--- config.mk ---
export PLATFORM = sky130hd
export DESIGN_NAME = precision_ctl_pipe
export DESIGN_NICKNAME = d
export VERILOG_FILES = /design/src/rtl/precision_ctl_pipe_pkg.sv /design/src/rtl/precision_ctl_pipe_table.sv /design/src/rtl/precision_ctl_pipe.sv
export SDC_FILE = /design/constraint.sdc
export NUM_CORES = 1
export LEC_CHECK = 0
export CAP_MARGIN = 10
export CORE_MARGIN = 2
export CORE_UTILIZATION = 44
export DETAILED_ROUTE_END_ITERATION = 10
export DONT_BUFFER_PORTS = 1
export HOLD_SLACK_MARGIN = 0.02
export PLACE_DENSITY = 0.59
export SLEW_MARGIN = 20
export SYNTH_ARGS = -nofsm -noshare
export SYNTH_HDL_FRONTEND = slang
export SYNTH_SLANG_ARGS = --single-unit
--- constraint.sdc ---
create_clock -name clk -period 2.8 [get_ports clk]
set_input_delay 0.28 -clock clk [delete_from_list [all_inputs] [get_ports clk]]
set_output_delay 0.28 -clock clk [all_outputs]
set_load 0.005 [all_outputs]
--- src/rtl/precision_ctl_pipe_pkg.sv ---
// Shared types and elaboration-time helpers for the precision controller pipeline.
package precision_ctl_pipe_pkg;

  typedef enum logic [1:0] {
    MODE_ADAPT    = 2'b00,
    MODE_FULL     = 2'b01,
    MODE_MIN      = 2'b10,
    MODE_FULL_ALT = 2'b11
  } mode_e;

  function automatic int bw_width(input int man_w);
    return $clog2(man_w + 1);
  endfunction

  function automatic int exp_bias(input int exp_w);
    return (1 << (exp_w - 1)) - 1;
  endfunction

  // Low half of the table narrows with index, high half widens again.
  function automatic int default_bw(input int idx, input int man_w, input int min_bw);
    int v;
    if (idx < 8) v = man_w - idx;
    else         v = min_bw + idx - 8;
    if (v < min_bw) v = min_bw;
    if (v > man_w)  v = man_w;
    return v;
  endfunction

endpackage

--- src/rtl/precision_ctl_pipe_table.sv ---
// 16-entry bit-width register file: clamped writes, asynchronous read, reset to defaults.
module precision_bw_table
  import precision_ctl_pipe_pkg::*;
#(
  parameter int MAN_W  = 11,
  parameter int MIN_BW = 4,
  localparam int BW_W  = bw_width(MAN_W)
) (
  input  logic            clk,
  input  logic            rst_n,
  input  logic            we,
  input  logic [3:0]      waddr,
  input  logic [BW_W-1:0] wdata,
  input  logic [3:0]      raddr,
  output logic [BW_W-1:0] rdata
);

  logic [BW_W-1:0] mem_q [16];
  logic [BW_W-1:0] mem_d [16];
  logic [BW_W-1:0] wclamped;

  always_comb begin
    if (wdata < BW_W'(MIN_BW))     wclamped = BW_W'(MIN_BW);
    else if (wdata > BW_W'(MAN_W)) wclamped = BW_W'(MAN_W);
    else                           wclamped = wdata;
    mem_d = mem_q;
    if (we) mem_d[waddr] = wclamped;
  end

  always_ff @(posedge clk) begin
    if (!rst_n) begin
      for (int unsigned i = 0; i < 16; i++)
        mem_q[i] <= BW_W'(default_bw(int'(i), MAN_W, MIN_BW));
    end else begin
      mem_q <= mem_d;
    end
  end

  // Reads see the registered contents, so a same-cycle write is not yet visible.
  assign rdata = mem_q[raddr];

endmodule

--- src/rtl/precision_ctl_pipe.sv ---
// Two-stage precision controller: exponent sum in S1, regime lookup and mask in S2.
module precision_ctl_pipe
  import precision_ctl_pipe_pkg::*;
#(
  parameter int EXP_W  = 8,
  parameter int MAN_W  = 11,
  parameter int MIN_BW = 4,
  parameter int RG_LSB = 4,
  parameter int CNT_W  = 16,
  localparam int BW_W  = bw_width(MAN_W)
) (
  input  logic             clk,
  input  logic             rst_n,
  input  logic             in_valid,
  output logic             in_ready,
  input  logic [EXP_W-1:0] in_expa,
  input  logic [EXP_W-1:0] in_expb,
  input  logic [1:0]       in_mode,
  output logic             out_valid,
  input  logic             out_ready,
  output logic [MAN_W-1:0] out_mask,
  output logic [BW_W-1:0]  out_bw,
  output logic [3:0]       out_rg,
  output logic             out_special,
  input  logic             cfg_we,
  input  logic [3:0]       cfg_addr,
  input  logic [BW_W-1:0]  cfg_data,
  input  logic             cnt_clr,
  output logic [CNT_W-1:0] red_cnt
);

  localparam int SUM_W = EXP_W + 2;
  localparam int EXT_W = SUM_W + RG_LSB + 4;
  localparam logic [EXP_W:0] BIAS = (EXP_W + 1)'(exp_bias(EXP_W));
  localparam logic [MAN_W-1:0] ONES = '1;

  logic                    s1_valid_q, s1_valid_d;
  logic signed [SUM_W-1:0] s1_sum_q, s1_sum_d;
  logic                    s1_special_q, s1_special_d;
  mode_e                   s1_mode_q, s1_mode_d;

  logic             out_valid_q, out_valid_d;
  logic [MAN_W-1:0] out_mask_q, out_mask_d;
  logic [BW_W-1:0]  out_bw_q, out_bw_d;
  logic [3:0]       out_rg_q, out_rg_d;
  logic             out_special_q, out_special_d;
  logic [CNT_W-1:0] red_cnt_q, red_cnt_d;

  logic              s2_free, accept;
  logic signed [EXP_W:0] ua, ub;
  logic [SUM_W-1:0]  mag;
  logic [EXT_W-1:0]  mag_ext;
  logic [3:0]        rg;
  logic [BW_W-1:0]   tbl_bw, bw_sel;

  assign s2_free  = !out_valid_q || out_ready;
  assign in_ready = rst_n && (!s1_valid_q || s2_free);
  assign accept   = in_valid && in_ready;

  always_comb begin
    ua = $signed({1'b0, in_expa} - BIAS);
    ub = $signed({1'b0, in_expb} - BIAS);
    s1_sum_d     = s1_sum_q;
    s1_special_d = s1_special_q;
    s1_mode_d    = s1_mode_q;
    s1_valid_d   = s2_free ? 1'b0 : s1_valid_q;
    if (accept) begin
      s1_valid_d   = 1'b1;
      s1_sum_d     = $signed({ua[EXP_W], ua}) + $signed({ub[EXP_W], ub});
      s1_special_d = (in_expa == '0) || (in_expa == '1) || (in_expb == '0) || (in_expb == '1);
      s1_mode_d    = mode_e'(in_mode);
    end
  end

  // Zero-extend the magnitude so a regime field reaching past its top reads as 0.
  always_comb begin
    mag     = s1_sum_q[SUM_W-1] ? SUM_W'(-s1_sum_q) : SUM_W'(s1_sum_q);
    mag_ext = EXT_W'(mag);
    rg      = mag_ext[RG_LSB +: 4];
  end

  precision_bw_table #(
    .MAN_W  (MAN_W),
    .MIN_BW (MIN_BW)
  ) u_table (
    .clk   (clk),
    .rst_n (rst_n),
    .we    (cfg_we),
    .waddr (cfg_addr),
    .wdata (cfg_data),
    .raddr (rg),
    .rdata (tbl_bw)
  );

  always_comb begin
    if (s1_special_q) begin
      bw_sel = BW_W'(MAN_W);
    end else begin
      case (s1_mode_q)
        MODE_ADAPT: bw_sel = tbl_bw;
        MODE_MIN:   bw_sel = BW_W'(MIN_BW);
        default:    bw_sel = BW_W'(MAN_W);
      endcase
    end
  end

  always_comb begin
    out_valid_d   = out_valid_q;
    out_mask_d    = out_mask_q;
    out_bw_d      = out_bw_q;
    out_rg_d      = out_rg_q;
    out_special_d = out_special_q;
    if (s2_free) begin
      out_valid_d = s1_valid_q;
      if (s1_valid_q) begin
        out_mask_d    = ~(ONES >> bw_sel);
        out_bw_d      = bw_sel;
        out_rg_d      = rg;
        out_special_d = s1_special_q;
      end
    end
    red_cnt_d = red_cnt_q;
    if (cnt_clr)
      red_cnt_d = '0;
    else if (out_valid_q && out_ready && (out_bw_q < BW_W'(MAN_W)) && (red_cnt_q != '1))
      red_cnt_d = red_cnt_q + 1'b1;
  end

  always_ff @(posedge clk) begin
    if (!rst_n) begin
      s1_valid_q    <= 1'b0;
      s1_sum_q      <= '0;
      s1_special_q  <= 1'b0;
      s1_mode_q     <= MODE_ADAPT;
      out_valid_q   <= 1'b0;
      out_mask_q    <= '0;
      out_bw_q      <= '0;
      out_rg_q      <= '0;
      out_special_q <= 1'b0;
      red_cnt_q     <= '0;
    end else begin
      s1_valid_q    <= s1_valid_d;
      s1_sum_q      <= s1_sum_d;
      s1_special_q  <= s1_special_d;
      s1_mode_q     <= s1_mode_d;
      out_valid_q   <= out_valid_d;
      out_mask_q    <= out_mask_d;
      out_bw_q      <= out_bw_d;
      out_rg_q      <= out_rg_d;
      out_special_q <= out_special_d;
      red_cnt_q     <= red_cnt_d;
    end
  end

  assign out_valid   = out_valid_q;
  assign out_mask    = out_mask_q;
  assign out_bw      = out_bw_q;
  assign out_rg      = out_rg_q;
  assign out_special = out_special_q;
  assign red_cnt     = red_cnt_q;

endmodule

# Word level (Yosys, flattened, before mapping)
# Cells that the tools add are included.
dict set report totals {
  reg_bits 115
  input_bits 32
  output_inout_bits 38
  word_cells 129
}
dict set report op_classes {
  addsub 5
  n_lt_le_gt_ge 22
  eq_ne 5
  n_shift 1
  n_mux 47
  bitwise_logic 4
  n_reduce_logical 19
}
# op count
set op_table {}
lappend op_table {{$mux W32} 24}
lappend op_table {{$gt A32 B5 Y1 const B} 8}
lappend op_table {{$lt A32 B4 Y1 const B} 8}
lappend op_table {{$mux W64} 2}
lappend op_table {{$bwmux W64} 1}
lappend op_table {{$mux W4} 14}
lappend op_table {{$sub A8 B7 Y9 const B} 2}
lappend op_table {{$add A16 B1 Y16 const B} 1}
lappend op_table {{$bmux W4 S4} 1}
lappend op_table {{$demux W4 S4} 1}
lappend op_table {{$eq A8 B8 Y1 const B} 2}
lappend op_table {{$logic_not A8 Y1} 2}
lappend op_table {{$ne A16 B16 Y1 const B} 1}
lappend op_table {{$not A11 Y11} 1}
lappend op_table {{$shr A11 B4 Y11 const A} 1}
lappend op_table {{$add A9 B9 Y10} 1}
lappend op_table {{$ge A5 B5 Y1 const B} 2}
lappend op_table {{$not A4 Y5} 2}
lappend op_table {{$mux W8} 1}
lappend op_table {{$neg A8 Y8} 1}
lappend op_table {{$pmux W4 S2} 1}
lappend op_table {{$logic_and A1 B1 Y1} 6}
lappend op_table {{$logic_or A1 B1 Y1} 5}
lappend op_table {{$lt A5 B1 Y1 const B} 1}
lappend op_table {{12 further kinds} 14}

# Depth between registers and ports, before layout
# Gate-level depths: netlist of the first run.
dict set report depth {
  word_depth 10
  mapped_depth 12
  mapped_depth_nobuf 12
}

# Hierarchy
# Synthesis of the first run repeated with hierarchy kept, for this count alone.
dict set report unflattened {
  cells_unflattened 613
  hier_area_um2 6498.7
}
# mod n_inst cells_per_inst area_per_inst_um2 seq_area_each_um2
set by_module_without_submodules {}
lappend by_module_without_submodules {precision_bw_table 1 283 3708.6 1921.8}
lappend by_module_without_submodules {precision_ctl_pipe 1 330 2790.2 980.9}

# Worst setup path before layout of the first run
# No wires, ideal clock.
dict set report synth_path {
  kind {register -> register}
  startpoint {register s1_sum_q[0]}
  endpoint {register out_mask_q[4] (netlist: out_mask[4])}
  arrival_time_ns 2.496
  t_required_ns 2.667
  setup_slack_ns 0.171
  path_stages_with_launch 10
  path_buffers 1
  synth_period_minus_slack_ns 2.629
  cell_sequence {dfxtp_1 -> or4_1 -> buf_6 -> o21ai_4 -> xnor2_1 -> nor3_1 -> or4_1 -> a211o_1 -> nand2_1 -> o221ai_1}
}
dict set report synth_between {
  elab_chain_len 10
}
# element line
set synth_lines {}
lappend synth_lines {{from (decl)} precision_ctl_pipe.sv:38} ;# logic signed [SUM_W-1:0] s1_sum_q, s1_sum_d;
lappend synth_lines {{from (signal assigned)} precision_ctl_pipe.sv:143} ;# s1_sum_q <= s1_sum_d;
lappend synth_lines {{$neg A8 Y8} precision_ctl_pipe.sv:77} ;# mag = s1_sum_q[SUM_W-1] ? SUM_W'(-s1_sum_q) : SUM_W'(s1_sum_q);
lappend synth_lines {{$mux W8} precision_ctl_pipe.sv:77}
lappend synth_lines {{$not A4 Y5 (not written as such)} precision_ctl_pipe_table.sv:40} ;# assign rdata = mem_q[raddr];
lappend synth_lines {{$bmux W4 S4} precision_ctl_pipe_table.sv:40}
lappend synth_lines {{$mux W4 (not written as such) (2 in series)} precision_ctl_pipe_table.sv:40}
lappend synth_lines {{$pmux W4 S2} precision_ctl_pipe.sv:99} ;# case (s1_mode_q)
lappend synth_lines {{$mux W4} precision_ctl_pipe.sv:96} ;# if (s1_special_q) begin
lappend synth_lines {{$shr A11 B4 Y11} precision_ctl_pipe.sv:116} ;# out_mask_d = ~(ONES >> bw_sel);
lappend synth_lines {{$not A11 Y11} precision_ctl_pipe.sv:116}
lappend synth_lines {{to (signal assigned)} precision_ctl_pipe.sv:147} ;# out_mask_q <= out_mask_d;
lappend synth_lines {{to (decl)} precision_ctl_pipe.sv:43} ;# logic [MAN_W-1:0] out_mask_q, out_mask_d;
# No other way between the ends. The select of a mux whose other input is x is not followed.
# A chain may end at the register's enable or synchronous reset.

# Final worst setup path of the first run
dict set report layout_path {
  startpoint {register s1_sum_q[3]}
  endpoint {register out_mask_q[6] (netlist: out_mask[6])}
}
# Same word-level chain as after synthesis.

==> flow_results.xml, run 1 <==
<?xml version="1.0" encoding="UTF-8"?>
<metrics>
  <group name="run_status">
    <metric name="status" unit="">completed</metric>
  </group>
  <group name="synth">
    <metric name="flops_latches_synth" unit="">113</metric>
    <metric name="mappedNetlistNets" unit="">794</metric>
    <metric name="ys_seq_area_share" unit="%">42.8</metric>
    <metric name="netlist-cell-type-count" unit="">72</metric>
    <metric name="synth_flop_cell" unit="">sky130_fd_sc_hd__edfxtp_1</metric>
    <metric name="syn_area_per_cell" unit="um^2">9.07</metric>
    <metric name="fraction_of_registers_with_async_set_reset" unit="%">0</metric>
    <metric name="post_synth_edffs" unit="">64</metric>
    <metric name="postSynthCellCount" unit="">747</metric>
    <metric name="post_synth_instance_area" unit="um^2">6780</metric>
    <metric name="synth_warnings" unit="">0</metric>
  </group>
  <group name="sta">
    <metric name="post-route-min-period" unit="ns">2.74</metric>
    <metric name="clock_skew" unit="ns">0.00687</metric>
    <metric name="rsz0062_at_grt" unit="">yes</metric>
    <metric name="final-setup-viol-count" unit="">0</metric>
    <metric name="fmax" unit="MHz">365</metric>
    <metric name="post-route-period-util" unit="%">97.9</metric>
    <metric name="report.final.hold_viol_count" unit="">0</metric>
    <metric name="final_critical_path_setup_slack" unit="ns">0.0593</metric>
    <metric name="slew_viol_final" unit="">0</metric>
    <metric name="tightest_slew" unit="ns">0.947</metric>
    <metric name="slew-limit-headroom" unit="%">36.4</metric>
  </group>
  <group name="drt">
    <metric name="route.final.wire_length" unit="um">19300</metric>
    <metric name="drt_pass1_iterations" unit="">5</metric>
    <metric name="first_iter_violations" unit="">683</metric>
    <metric name="wl_per_cell" unit="um">19.9</metric>
    <metric name="vias_per_cell" unit="">5.95</metric>
    <metric name="route.detailed.drc" unit="">0</metric>
    <metric name="drtAntennaViolNets" unit="">0</metric>
    <metric name="vias" unit="">5788</metric>
  </group>
  <group name="global_routing">
    <metric name="grt_pass1_vias" unit="">5452</metric>
    <metric name="grt_util_all_layers" unit="%">24.0</metric>
    <metric name="pin_count_of_the_biggest_net_entering_global_routing" unit="">65</metric>
    <metric name="initial_antenna_violation_count" unit="">0</metric>
    <metric name="first_pass_grt_wire_length" unit="um">30000</metric>
    <metric name="overflow" unit="">0</metric>
  </group>
  <group name="critical_path">
    <metric name="critPathRequiredTime" unit="ns">3.08</metric>
    <metric name="worstSetupStartpointType" unit="">flip-flop</metric>
    <metric name="path_common_cell" unit="">sky130_fd_sc_hd__or4_4</metric>
    <metric name="crit_path_top_delay_cell" unit="">sky130_fd_sc_hd__or4_4</metric>
    <metric name="worst_path_cell_chain" unit="">or4_4, buf_6, o21ai_4, xor2_4, nor3_2, or4_4, a211o_1, nor2_1, o221ai_1</metric>
    <metric name="cpPeakStageDelay" unit="ns">0.57</metric>
    <metric name="path_buf_inv" unit="">1</metric>
    <metric name="end_kind" unit="">flip-flop</metric>
    <metric name="critPathMaxFanout" unit="">4</metric>
    <metric name="worstSetupPathType" unit="">reg -&gt; reg</metric>
    <metric name="worstPathArrival" unit="ns">3.02</metric>
    <metric name="path_delay_family" unit="">simple AND/OR/NAND/NOR gates</metric>
  </group>
  <group name="clocking">
    <metric name="tritoncts_clock_tree" unit="">yes</metric>
    <metric name="cts.clk_slew.worst_paths" unit="ns">0.06</metric>
    <metric name="cts-buffers-inserted" unit="">17</metric>
    <metric name="cts_max_level" unit="">4</metric>
    <metric name="clock_insertion_delay_at_the_later_pin_of_the_skew_report" unit="ns">0.42</metric>
    <metric name="clock-root-buffer" unit="">sky130_fd_sc_hd__clkbuf_16</metric>
    <metric name="tritoncts_num_sinks" unit="">113</metric>
    <metric name="clk_path_buf_depth" unit="">2</metric>
  </group>
  <group name="power">
    <metric name="power.density" unit="nW/um^2">681</metric>
    <metric name="irDropWorstVdd" unit="mV">0.460</metric>
    <metric name="cellLeakagePower" unit="nW">2.97</metric>
    <metric name="share_clk_of_total_power" unit="%">38.3</metric>
    <metric name="switchingPower" unit="mW">1.63</metric>
    <metric name="power.share.switching" unit="%">30.1</metric>
    <metric name="comb_power_share" unit="%">25.0</metric>
    <metric name="seqPwrFrac" unit="%">36.7</metric>
    <metric name="cell_internal_pwr" unit="mW">3.78</metric>
  </group>
  <group name="final_layout">
    <metric name="syn_to_final_growth" unit="%">17.2</metric>
    <metric name="number_of_inserted_diodes" unit="">0</metric>
    <metric name="nNetsFinal" unit="">818</metric>
    <metric name="final_cell_count_no_fill" unit="">972</metric>
    <metric name="num-fill-cells" unit="">1369</metric>
    <metric name="register_area" unit="um^2">2910</metric>
    <metric name="multi_input_comb_area" unit="um^2">3760</metric>
    <metric name="drive_above_1_share" unit="%">14.5</metric>
    <metric name="post-route-cell-area" unit="um^2">7940</metric>
  </group>
  <group name="placed_design">
    <metric name="dpl_cell_area" unit="um^2">7080</metric>
    <metric name="placed_wire_length_estimate_after_detailed_placement" unit="um">13300</metric>
    <metric name="buffer_ports.inserted" unit="">0</metric>
    <metric name="place_congestion" unit="">0.861</metric>
    <metric name="pre_cts_ws" unit="ns">-0.0680</metric>
    <metric name="dp.cells" unit="">922</metric>
  </group>
  <group name="floorplan">
    <metric name="die-area" unit="um^2">16400</metric>
    <metric name="die_height" unit="um">128</metric>
    <metric name="core_area" unit="um^2">15100</metric>
    <metric name="row_count" unit="">45</metric>
    <metric name="initial_utilization" unit="%">44.8</metric>
    <metric name="ios" unit="">70</metric>
    <metric name="horizontal_die_dimension" unit="um">128</metric>
  </group>
  <group name="job">
    <metric name="max_cap_viol_count" unit="">0</metric>
  </group>
  <group name="hold_path">
    <metric name="hold_removal_path_class" unit="">in -&gt; reg</metric>
  </group>
</metrics>
[logic make-up after synthesis]
group	after synthesis	synth area share [%]
AO/OA/AOI/OAI	184	18.1
XOR/XNOR	36	4.93
adder cells (fa/ha/maj)	15	2.88
buffers and inverters	58	3.69
flip-flops	113	42.8
multiplexers	47	7.25
AND/OR/NAND/NOR	294	20.4
[metrics by stage]
step                      util (%)  hold slack (ns)  power, mW  setup TNS, ns
after floorplan                  -            0.379       2.85              0
after global placement        46.8            0.387       3.16        -0.0182
after detailed placement      46.8            0.388       3.18         -0.205
after CTS                     51.5           0.0202       5.31        -0.0133
after global routing          52.4           0.0366       5.63        -0.0202
final                         52.4           0.0374       5.41              0
[sequential cells by signal, indices dropped and copies added (netlist names)]
signal / cells
u_table.mem_q: 64
red_cnt: 16
out_mask: 11
s1_sum_q: 9
out_rg: 4
out_bw: 3
s1_mode_q: 2
out_special: 1
out_valid: 1
s1_special_q: 1
s1_valid_q: 1
[power groups by stage]
stage	Clock, mW	Sequential, mW	Combinational (mW)
global placement	0	2.01	1.15
finish	2.07	1.99	1.35
CTS	2.10	1.98	1.23
floorplan	0	1.97	0.877
detailed placement	0	2.01	1.17
global route	2.16	2.00	1.47
[repair_timing]
item	4_1_cts	5_1_grt
setup endpoints to repair	5	13
hold buffers	7	0
setup buffers	3	9
pin swaps	7	11
resized for setup	11	16
hold endpoints to repair	35	0
[cells in the mapped netlist, drive strengths merged, types with 5 or more instances]
cell    number  area, um^2
mux2i       39         390
clkbuf      28         105
nor2b       13        81.3
xnor2       19         166
edfxtp      64        1920
o21ai       46         249
nor2        84         318
nand2       90         338
a31oi       13        81.3
nand3       40         205
dfxtp       49         981
xor2        17         168
and3        12        75.1
o211ai      19         143
nor3         7        35.0
mux2         7        78.8
buf         14        85.1
nand2b      10        62.6
a21oi       49         249
a211oi      13        97.6
and2         5        31.3
nand4        9        56.3
ha          14         175
inv         16        60.1
[cells in the final DEF (no fill, tap or decap), types with 11 or more instances in the layout]
cell type                   count
sky130_fd_sc_hd__ha_1          14
sky130_fd_sc_hd__inv_1         15
sky130_fd_sc_hd__nand3_1       39
sky130_fd_sc_hd__edfxtp_1      64
sky130_fd_sc_hd__and3_1        12
sky130_fd_sc_hd__a211oi_1      12
sky130_fd_sc_hd__dfxtp_1       45
sky130_fd_sc_hd__nand2_1       88
sky130_fd_sc_hd__nor2_1        83
sky130_fd_sc_hd__xor2_1        15
sky130_fd_sc_hd__o21ai_0       39
sky130_fd_sc_hd__a21oi_1       47
sky130_fd_sc_hd__buf_4         37
sky130_fd_sc_hd__o211ai_1      19
sky130_fd_sc_hd__a31oi_1       11
sky130_fd_sc_hd__xnor2_1       17
sky130_fd_sc_hd__mux2i_1       38
sky130_fd_sc_hd__nor2b_1       13
sky130_fd_sc_hd__clkbuf_16     20
[final timing paths]
kind	startpoint	slack, ns	to	cells past startpoint
max	s1_sum_q[3]$_SDFFE_PN0P_	0.06	out_mask[6]$_SDFFE_PN0P_	9
min	rst_n	0.04	u_table.mem_q[5]$_SDFFCE_PN1P_	1
max reg2reg	s1_sum_q[3]$_SDFFE_PN0P_	0.06	out_mask[6]$_SDFFE_PN0P_	9
min reg2reg	out_special$_SDFFE_PN0P_	0.48	out_special$_SDFFE_PN0P_	2
[area by class of cell]
type	instances	area share, %
clock buffer	23	6.57
clock inverter	9	0.614
inverter	16	0.756
multi-input combinational	576	47.3
sequential	113	36.6
tap	188	2.96
timing repair buffer	47	5.15
[metal layers]
layer	wire (um)	GRT usage, %
met5	0	0
met4	261	7.76
met3	1380	6.18
met2	8740	36.7
met1	8920	33.4
(Power assumes the default switching activity.)
==> inputs of run 2 (changes only) <==
- CORE_UTILIZATION: 44 -> 40
- PLACE_DENSITY: 0.59 -> 0.54
==> flow_results.xml, run 2 (synthesis gave the netlist of run 1 again) <==
<?xml version="1.0" encoding="UTF-8"?>
<metrics>
  <group name="critical_path">
    <metric name="worstSetupStartpointType" unit="">flip-flop</metric>
    <metric name="worst_path_cell_chain" unit="">or4_4, buf_4, mux2_2, o32ai_1, or4_1, a31oi_4, a211o_1, nand2_2, a221oi_1</metric>
    <metric name="crit_path_top_delay_cell" unit="">sky130_fd_sc_hd__or4_4</metric>
    <metric name="end_kind" unit="">flip-flop</metric>
    <metric name="cpPeakStageDelay" unit="ns">0.58</metric>
    <metric name="r2r-start" unit="">s1_sum_q[0]$_SDFFE_PN0P_</metric>
    <metric name="r2r-end" unit="">out_mask[0]$_SDFFE_PN0P_</metric>
    <metric name="critPathMaxFanout" unit="">12</metric>
    <metric name="worstPathArrival" unit="ns">3.13</metric>
    <metric name="critPathRequiredTime" unit="ns">3.11</metric>
    <metric name="worstSetupPathType" unit="">reg -&gt; reg</metric>
    <metric name="ff2ff_setup_slack" unit="ns">-0.02</metric>
    <metric name="worstRegToRegCells" unit="">9</metric>
  </group>
  <group name="sta">
    <metric name="rsz0062_at_grt" unit="">yes</metric>
    <metric name="post-route-min-period" unit="ns">2.82</metric>
    <metric name="clock_skew" unit="ns">0.00862</metric>
    <metric name="fin_hold_ws" unit="ns">0.0361</metric>
    <metric name="slew_viol_final" unit="">0</metric>
    <metric name="fmax" unit="MHz">355</metric>
    <metric name="final_critical_path_setup_slack" unit="ns">-0.0193</metric>
    <metric name="total_neg_setup_slack" unit="ns">-0.0193</metric>
    <metric name="report.final.hold_viol_count" unit="">0</metric>
    <metric name="tightest_slew" unit="ns">0.920</metric>
    <metric name="final-setup-viol-count" unit="">1</metric>
    <metric name="post-route-period-util" unit="%">101</metric>
    <metric name="slew-limit-headroom" unit="%">38.6</metric>
  </group>
  <group name="placed_design">
    <metric name="placed_wire_length_estimate_after_detailed_placement" unit="um">13700</metric>
    <metric name="place_congestion" unit="">0.829</metric>
    <metric name="buffer_ports.inserted" unit="">0</metric>
    <metric name="dpl_cell_area" unit="um^2">7150</metric>
    <metric name="dp.cells" unit="">959</metric>
    <metric name="pre_cts_ws" unit="ns">-0.133</metric>
  </group>
  <group name="clocking">
    <metric name="tritoncts_num_sinks" unit="">113</metric>
    <metric name="cts.clk_slew.worst_paths" unit="ns">0.05</metric>
    <metric name="cts_max_level" unit="">4</metric>
    <metric name="clk_path_buf_depth" unit="">2</metric>
    <metric name="tritoncts_clock_tree" unit="">yes</metric>
    <metric name="clock-root-buffer" unit="">sky130_fd_sc_hd__clkbuf_16</metric>
    <metric name="clock_insertion_delay_at_the_later_pin_of_the_skew_report" unit="ns">0.42</metric>
    <metric name="cts-buffers-inserted" unit="">17</metric>
  </group>
  <group name="final_layout">
    <metric name="final_cell_mix" unit="">sky130_fd_sc_hd__nand2_1 (88), sky130_fd_sc_hd__nor2_1 (82), sky130_fd_sc_hd__edfxtp_1 (64), sky130_fd_sc_hd__a21oi_1 (48), sky130_fd_sc_hd__dfxtp_1 (47)</metric>
    <metric name="syn_to_final_growth" unit="%">18.0</metric>
    <metric name="nNetsFinal" unit="">817</metric>
    <metric name="number_of_inserted_diodes" unit="">0</metric>
    <metric name="largest_register_ffs" unit="">64</metric>
    <metric name="final_cell_count_no_fill" unit="">1003</metric>
    <metric name="drive_above_1_share" unit="%">14.0</metric>
    <metric name="largest-register" unit="">u_table.mem_q</metric>
    <metric name="mostFrequentLayoutCell" unit="">sky130_fd_sc_hd__nand2_1</metric>
    <metric name="postLayoutCoreUtil" unit="%">48.2</metric>
    <metric name="post-route-cell-area" unit="um^2">8000</metric>
  </group>
  <group name="global_routing">
    <metric name="initial_antenna_violation_count" unit="">0</metric>
    <metric name="grt_util_met3" unit="%">5.78</metric>
    <metric name="pin_count_of_the_biggest_net_entering_global_routing" unit="">65</metric>
    <metric name="first_pass_grt_wire_length" unit="um">30600</metric>
    <metric name="use_met2" unit="%">33.4</metric>
    <metric name="grt_pass1_vias" unit="">5616</metric>
    <metric name="overflow" unit="">0</metric>
    <metric name="gr-max-usage-layer" unit="">met2</metric>
    <metric name="grt_use_met1" unit="%">30.6</metric>
    <metric name="grt_util_all_layers" unit="%">22.0</metric>
  </group>
  <group name="job">
    <metric name="max_cap_viol_count" unit="">0</metric>
  </group>
  <group name="power">
    <metric name="power.density" unit="nW/um^2">691</metric>
    <metric name="cellLeakagePower" unit="nW">2.98</metric>
    <metric name="totalPowerFinal" unit="mW">5.53</metric>
    <metric name="irDropWorstVdd" unit="mV">0.426</metric>
  </group>
  <group name="hold_path">
    <metric name="hold_removal_path_class" unit="">in -&gt; reg</metric>
    <metric name="hold_path_startpoint" unit="">rst_n</metric>
    <metric name="whs_path_depth" unit="">1</metric>
    <metric name="holdPathEnd" unit="">u_table.mem_q[18]$_SDFFCE_PN1P_</metric>
  </group>
  <group name="drt">
    <metric name="route.final.wire_length" unit="um">19800</metric>
    <metric name="route.detailed.drc" unit="">0</metric>
    <metric name="vias_per_cell" unit="">5.93</metric>
    <metric name="drt_pass1_iterations" unit="">5</metric>
    <metric name="wl_per_cell" unit="um">19.7</metric>
    <metric name="drtAntennaViolNets" unit="">0</metric>
    <metric name="first_iter_violations" unit="">632</metric>
    <metric name="vias" unit="">5947</metric>
  </group>
  <group name="floorplan">
    <metric name="core_area" unit="um^2">16600</metric>
    <metric name="horizontal_die_dimension" unit="um">134</metric>
    <metric name="die-area" unit="um^2">18000</metric>
    <metric name="die_height" unit="um">134</metric>
    <metric name="ios" unit="">70</metric>
    <metric name="initial_utilization" unit="%">40.9</metric>
    <metric name="row_count" unit="">47</metric>
  </group>
  <group name="run_status">
    <metric name="violations" unit="">negative setup slack</metric>
    <metric name="status" unit="">finished with violations</metric>
  </group>
</metrics>
## run 2: layer usage
layer,share of wire (%),vias up
li1,-,2791
met1,44,2893
met2,46,241
met3,8.4,22
met4,1.5,0
met5,0,-
## run 2: cell type report
| class | count | area, um^2 |
|---|---|---|
| Clock buffer | 25 | 549 |
| Clock inverter | 7 | 63.8 |
| Fill cell | 1542 | 8580 |
| Inverter | 16 | 60.1 |
| Timing Repair Buffer | 46 | 398 |
| Multi-Input combinational cell | 576 | 3750 |
| Tap cell | 220 | 275 |
| Sequential cell | 113 | 2910 |
## run 2: repair_timing
| item | in CTS | in global routing |
|---|---|---|
| hold buffers | 6 | 0 |
| pin swaps | 2 | 14 |
| resized for setup | 5 | 22 |
| setup endpoints to repair | 6 | 13 |
| hold endpoints to repair | 26 | 0 |
| setup buffers | 0 | 6 |
## run 2: report_power, final
| part | switching [mW] | internal [mW] |
|---|---|---|
| Combinational | 0.740 | 0.594 |
| Sequential | 0.110 | 1.88 |
| Clock | 0.761 | 1.45 |
| Total | 1.61 | 3.92 |
## run 2: worst max-delay path by stage
stage / startpoint / endpoint / slack, ns
global placement: s1_sum_q[1]$_SDFFE_PN0P_ / out_mask[2]$_SDFFE_PN0P_ / -0.02
floorplan: s1_sum_q[0]$_SDFFE_PN0P_ / out_mask[4]$_SDFFE_PN0P_ / 0.17
detailed placement: s1_sum_q[1]$_SDFFE_PN0P_ / out_mask[2]$_SDFFE_PN0P_ / -0.13
global route: s1_sum_q[1]$_SDFFE_PN0P_ / out_mask[0]$_SDFFE_PN0P_ / -0.06
CTS: s1_sum_q[1]$_SDFFE_PN0P_ / out_mask[4]$_SDFFE_PN0P_ / 0.002
finish: s1_sum_q[0]$_SDFFE_PN0P_ / out_mask[0]$_SDFFE_PN0P_ / -0.02
## run 2: worst max-delay path, delay by kind of cell (launching register included)
kind                   cells  cell delay [ns]
DFF                        1             0.33
AOI/OAI and AO/OA          4             0.77
buffers and inverters      1             0.21
muxes                      1             0.23
and+or+nand+nor            3             1.17
==> inputs of run 3 (changes only) <==
- CORE_ASPECT_RATIO: not set -> 0.75
==> flow_results.xml, run 3 (synthesis gave the netlist of run 1 again) <==
<?xml version="1.0" encoding="UTF-8"?>
<metrics>
  <group name="critical_path">
    <metric name="worstSetupStartpointType" unit="">flip-flop</metric>
    <metric name="worstSetupPathType" unit="">reg -&gt; reg</metric>
    <metric name="worstPathArrival" unit="ns">3.10</metric>
    <metric name="worst_path_cell_chain" unit="">buf_4, nor4_2, buf_4, mux4_2, o2111ai_2, buf_4, a311o_1, nand3_2, buf_4, a211oi_2, a21oi_1</metric>
    <metric name="critical_path.startpoint" unit="">s1_sum_q[0]$_SDFFE_PN0P_</metric>
    <metric name="crit_path_top_delay_cell" unit="">sky130_fd_sc_hd__mux4_2</metric>
    <metric name="critPathMaxFanout" unit="">5</metric>
    <metric name="path_buf_inv" unit="">4</metric>
    <metric name="end_kind" unit="">flip-flop</metric>
    <metric name="path_delay_family" unit="">compound AO/OA/AOI/OAI gates</metric>
    <metric name="path_common_cell" unit="">sky130_fd_sc_hd__buf_4</metric>
    <metric name="r2r-start" unit="">s1_sum_q[0]$_SDFFE_PN0P_</metric>
    <metric name="critPathRequiredTime" unit="ns">3.10</metric>
    <metric name="cpPeakStageDelay" unit="ns">0.52</metric>
  </group>
  <group name="clocking">
    <metric name="clock_insertion_delay_at_the_later_pin_of_the_skew_report" unit="ns">0.43</metric>
    <metric name="tritoncts_clock_tree" unit="">yes</metric>
    <metric name="cts.clk_slew.worst_paths" unit="ns">0.06</metric>
    <metric name="cts-buffers-inserted" unit="">17</metric>
    <metric name="clock-root-buffer" unit="">sky130_fd_sc_hd__clkbuf_16</metric>
    <metric name="clk_path_buf_depth" unit="">2</metric>
    <metric name="tritoncts_num_sinks" unit="">113</metric>
    <metric name="cts_max_level" unit="">4</metric>
  </group>
  <group name="sta">
    <metric name="tightest_slew" unit="ns">0.976</metric>
    <metric name="fmax" unit="MHz">357</metric>
    <metric name="final_critical_path_setup_slack" unit="ns">0.000308</metric>
    <metric name="report.final.hold_viol_count" unit="">0</metric>
    <metric name="slew-limit-headroom" unit="%">34.5</metric>
    <metric name="clock_skew" unit="ns">0.0107</metric>
    <metric name="post-route-period-util" unit="%">100</metric>
    <metric name="slew_viol_final" unit="">0</metric>
    <metric name="final-setup-viol-count" unit="">0</metric>
    <metric name="post-route-min-period" unit="ns">2.80</metric>
    <metric name="rsz0062_at_grt" unit="">yes</metric>
  </group>
  <group name="global_routing">
    <metric name="initial_antenna_violation_count" unit="">0</metric>
    <metric name="overflow" unit="">0</metric>
    <metric name="grt_util_all_layers" unit="%">23.4</metric>
    <metric name="first_pass_grt_wire_length" unit="um">31900</metric>
    <metric name="pin_count_of_the_biggest_net_entering_global_routing" unit="">53</metric>
    <metric name="grt_pass1_vias" unit="">5584</metric>
  </group>
  <group name="drt">
    <metric name="drtAntennaViolNets" unit="">0</metric>
    <metric name="vias" unit="">5972</metric>
    <metric name="route.final.wire_length" unit="um">20900</metric>
    <metric name="route.detailed.drc" unit="">0</metric>
    <metric name="first_iter_violations" unit="">528</metric>
    <metric name="wl_per_cell" unit="um">20.5</metric>
    <metric name="vias_per_cell" unit="">5.87</metric>
    <metric name="drt_pass1_iterations" unit="">5</metric>
  </group>
  <group name="final_layout">
    <metric name="number_of_inserted_diodes" unit="">0</metric>
    <metric name="register_area" unit="um^2">2910</metric>
    <metric name="post-route-cell-area" unit="um^2">8200</metric>
    <metric name="multi_input_comb_area" unit="um^2">3790</metric>
    <metric name="drive_above_1_share" unit="%">17.2</metric>
    <metric name="syn_to_final_growth" unit="%">20.9</metric>
    <metric name="num-fill-cells" unit="">1561</metric>
    <metric name="largest_register_ffs" unit="">64</metric>
    <metric name="final_cell_mix" unit="">sky130_fd_sc_hd__nand2_1 (87), sky130_fd_sc_hd__nor2_1 (81), sky130_fd_sc_hd__edfxtp_1 (64), sky130_fd_sc_hd__a21oi_1 (48), sky130_fd_sc_hd__dfxtp_1 (47)</metric>
    <metric name="largest-register" unit="">u_table.mem_q</metric>
    <metric name="postLayoutCoreUtil" unit="%">49.0</metric>
    <metric name="nNetsFinal" unit="">836</metric>
    <metric name="mostFrequentLayoutCell" unit="">sky130_fd_sc_hd__nand2_1</metric>
  </group>
  <group name="floorplan">
    <metric name="horizontal_die_dimension" unit="um">154</metric>
    <metric name="die-area" unit="um^2">18000</metric>
    <metric name="ios" unit="">70</metric>
    <metric name="die_height" unit="um">117</metric>
    <metric name="initial_utilization" unit="%">40.5</metric>
    <metric name="core_area" unit="um^2">16700</metric>
    <metric name="row_count" unit="">41</metric>
  </group>
  <group name="placed_design">
    <metric name="pre_cts_ws" unit="ns">-0.139</metric>
    <metric name="buffer_ports.inserted" unit="">0</metric>
    <metric name="place_congestion" unit="">0.908</metric>
    <metric name="dpl_cell_area" unit="um^2">7270</metric>
    <metric name="placed_wire_length_estimate_after_detailed_placement" unit="um">14400</metric>
  </group>
  <group name="power">
    <metric name="totalPowerFinal" unit="mW">5.70</metric>
    <metric name="irDropWorstVdd" unit="mV">0.465</metric>
    <metric name="cellLeakagePower" unit="nW">3.07</metric>
    <metric name="power.density" unit="nW/um^2">695</metric>
  </group>
  <group name="hold_path">
    <metric name="hold_removal_path_class" unit="">in -&gt; reg</metric>
    <metric name="hold_path_startpoint" unit="">rst_n</metric>
  </group>
  <group name="job">
    <metric name="max_cap_viol_count" unit="">0</metric>
  </group>
  <group name="run_status">
    <metric name="status" unit="">completed</metric>
  </group>
</metrics>
run 3: changes by cell type in the layout (fill, tap and decap cells not counted), moves of 3 or more:
| cell | before | now |
|---|---|---|
| sky130_fd_sc_hd__clkbuf_8 | 3 | 0 |
| sky130_fd_sc_hd__clkinv_4 | 0 | 3 |
| sky130_fd_sc_hd__inv_6 | 0 | 4 |
| sky130_fd_sc_hd__buf_4 | 36 | 45 |
| sky130_fd_sc_hd__inv_8 | 0 | 3 |
| sky130_fd_sc_hd__buf_6 | 2 | 10 |
run 3: metal layers:
layer | up-vias | wire, um | track usage [%]
met3 | 18 | 1640 | 6.64
met5 | - | 0 | 0
li1 | 2835 | - | -
met4 | 0 | 240 | 7.35
met1 | 2884 | 10200 | 33.9
met2 | 235 | 8830 | 34.0
run 3: timing repair:
action / in CTS / in global routing
resized for setup: 7 / 34
setup endpoints to repair: 8 / 13
pin swaps: 0 / 14
hold endpoints to repair: 32 / 0
hold buffers: 8 / 0
buffers inserted: 1 / 6
run 3: worst register-to-register path: stages, from the launching register on:
cell	delay, ns
sky130_fd_sc_hd__dfxtp_2	0.33
sky130_fd_sc_hd__buf_4	0.13
sky130_fd_sc_hd__nor4_2	0.25
sky130_fd_sc_hd__buf_4	0.21
sky130_fd_sc_hd__mux4_2	0.52
sky130_fd_sc_hd__o2111ai_2	0.18
sky130_fd_sc_hd__buf_4	0.14
sky130_fd_sc_hd__a311o_1	0.32
sky130_fd_sc_hd__nand3_2	0.12
sky130_fd_sc_hd__buf_4	0.15
sky130_fd_sc_hd__a211oi_2	0.21
sky130_fd_sc_hd__a21oi_1	0.12
run 3: report_power, final:
group	internal, mW	switching, mW
Sequential	1.87	0.118
Combinational	0.703	0.816
Clock	1.30	0.884
run 3: layout make-up:
cell class | count | area share [%]
clock buffer | 18 | 5.49
clock inverter | 14 | 1.75
inverter | 16 | 0.732
multi-input combinational | 576 | 46.2
sequential | 113 | 35.4
tap | 215 | 3.28
timing repair buffer | 65 | 7.08
run 3: path summary, 6_finish.rpt:
check | end | slack [ns] | cells past startpoint
max | out_mask[10]$_SDFFE_PN0P_ | 0.0003 | 11
min | u_table.mem_q[44]$_SDFFCE_PN1P_ | 0.03 | 1
max reg2reg | out_mask[10]$_SDFFE_PN0P_ | 0.0003 | 11
min reg2reg | out_bw[2]$_SDFFE_PN0P_ | 0.50 | 2
run 3: per-stage QoR:
step | instances | TNS [ns] | hold WS [ns]
5_1_grt | 1017 | -0.455 | 0.0285
4_1_cts | 1011 | 0 | 0.0223
3_3_place_gp | 970 | -0.380 | 0.386
3_5_place_dp | 970 | -0.544 | 0.385
2_1_floorplan | 747 | 0 | 0.379
6_report | 1017 | 0 | 0.0342
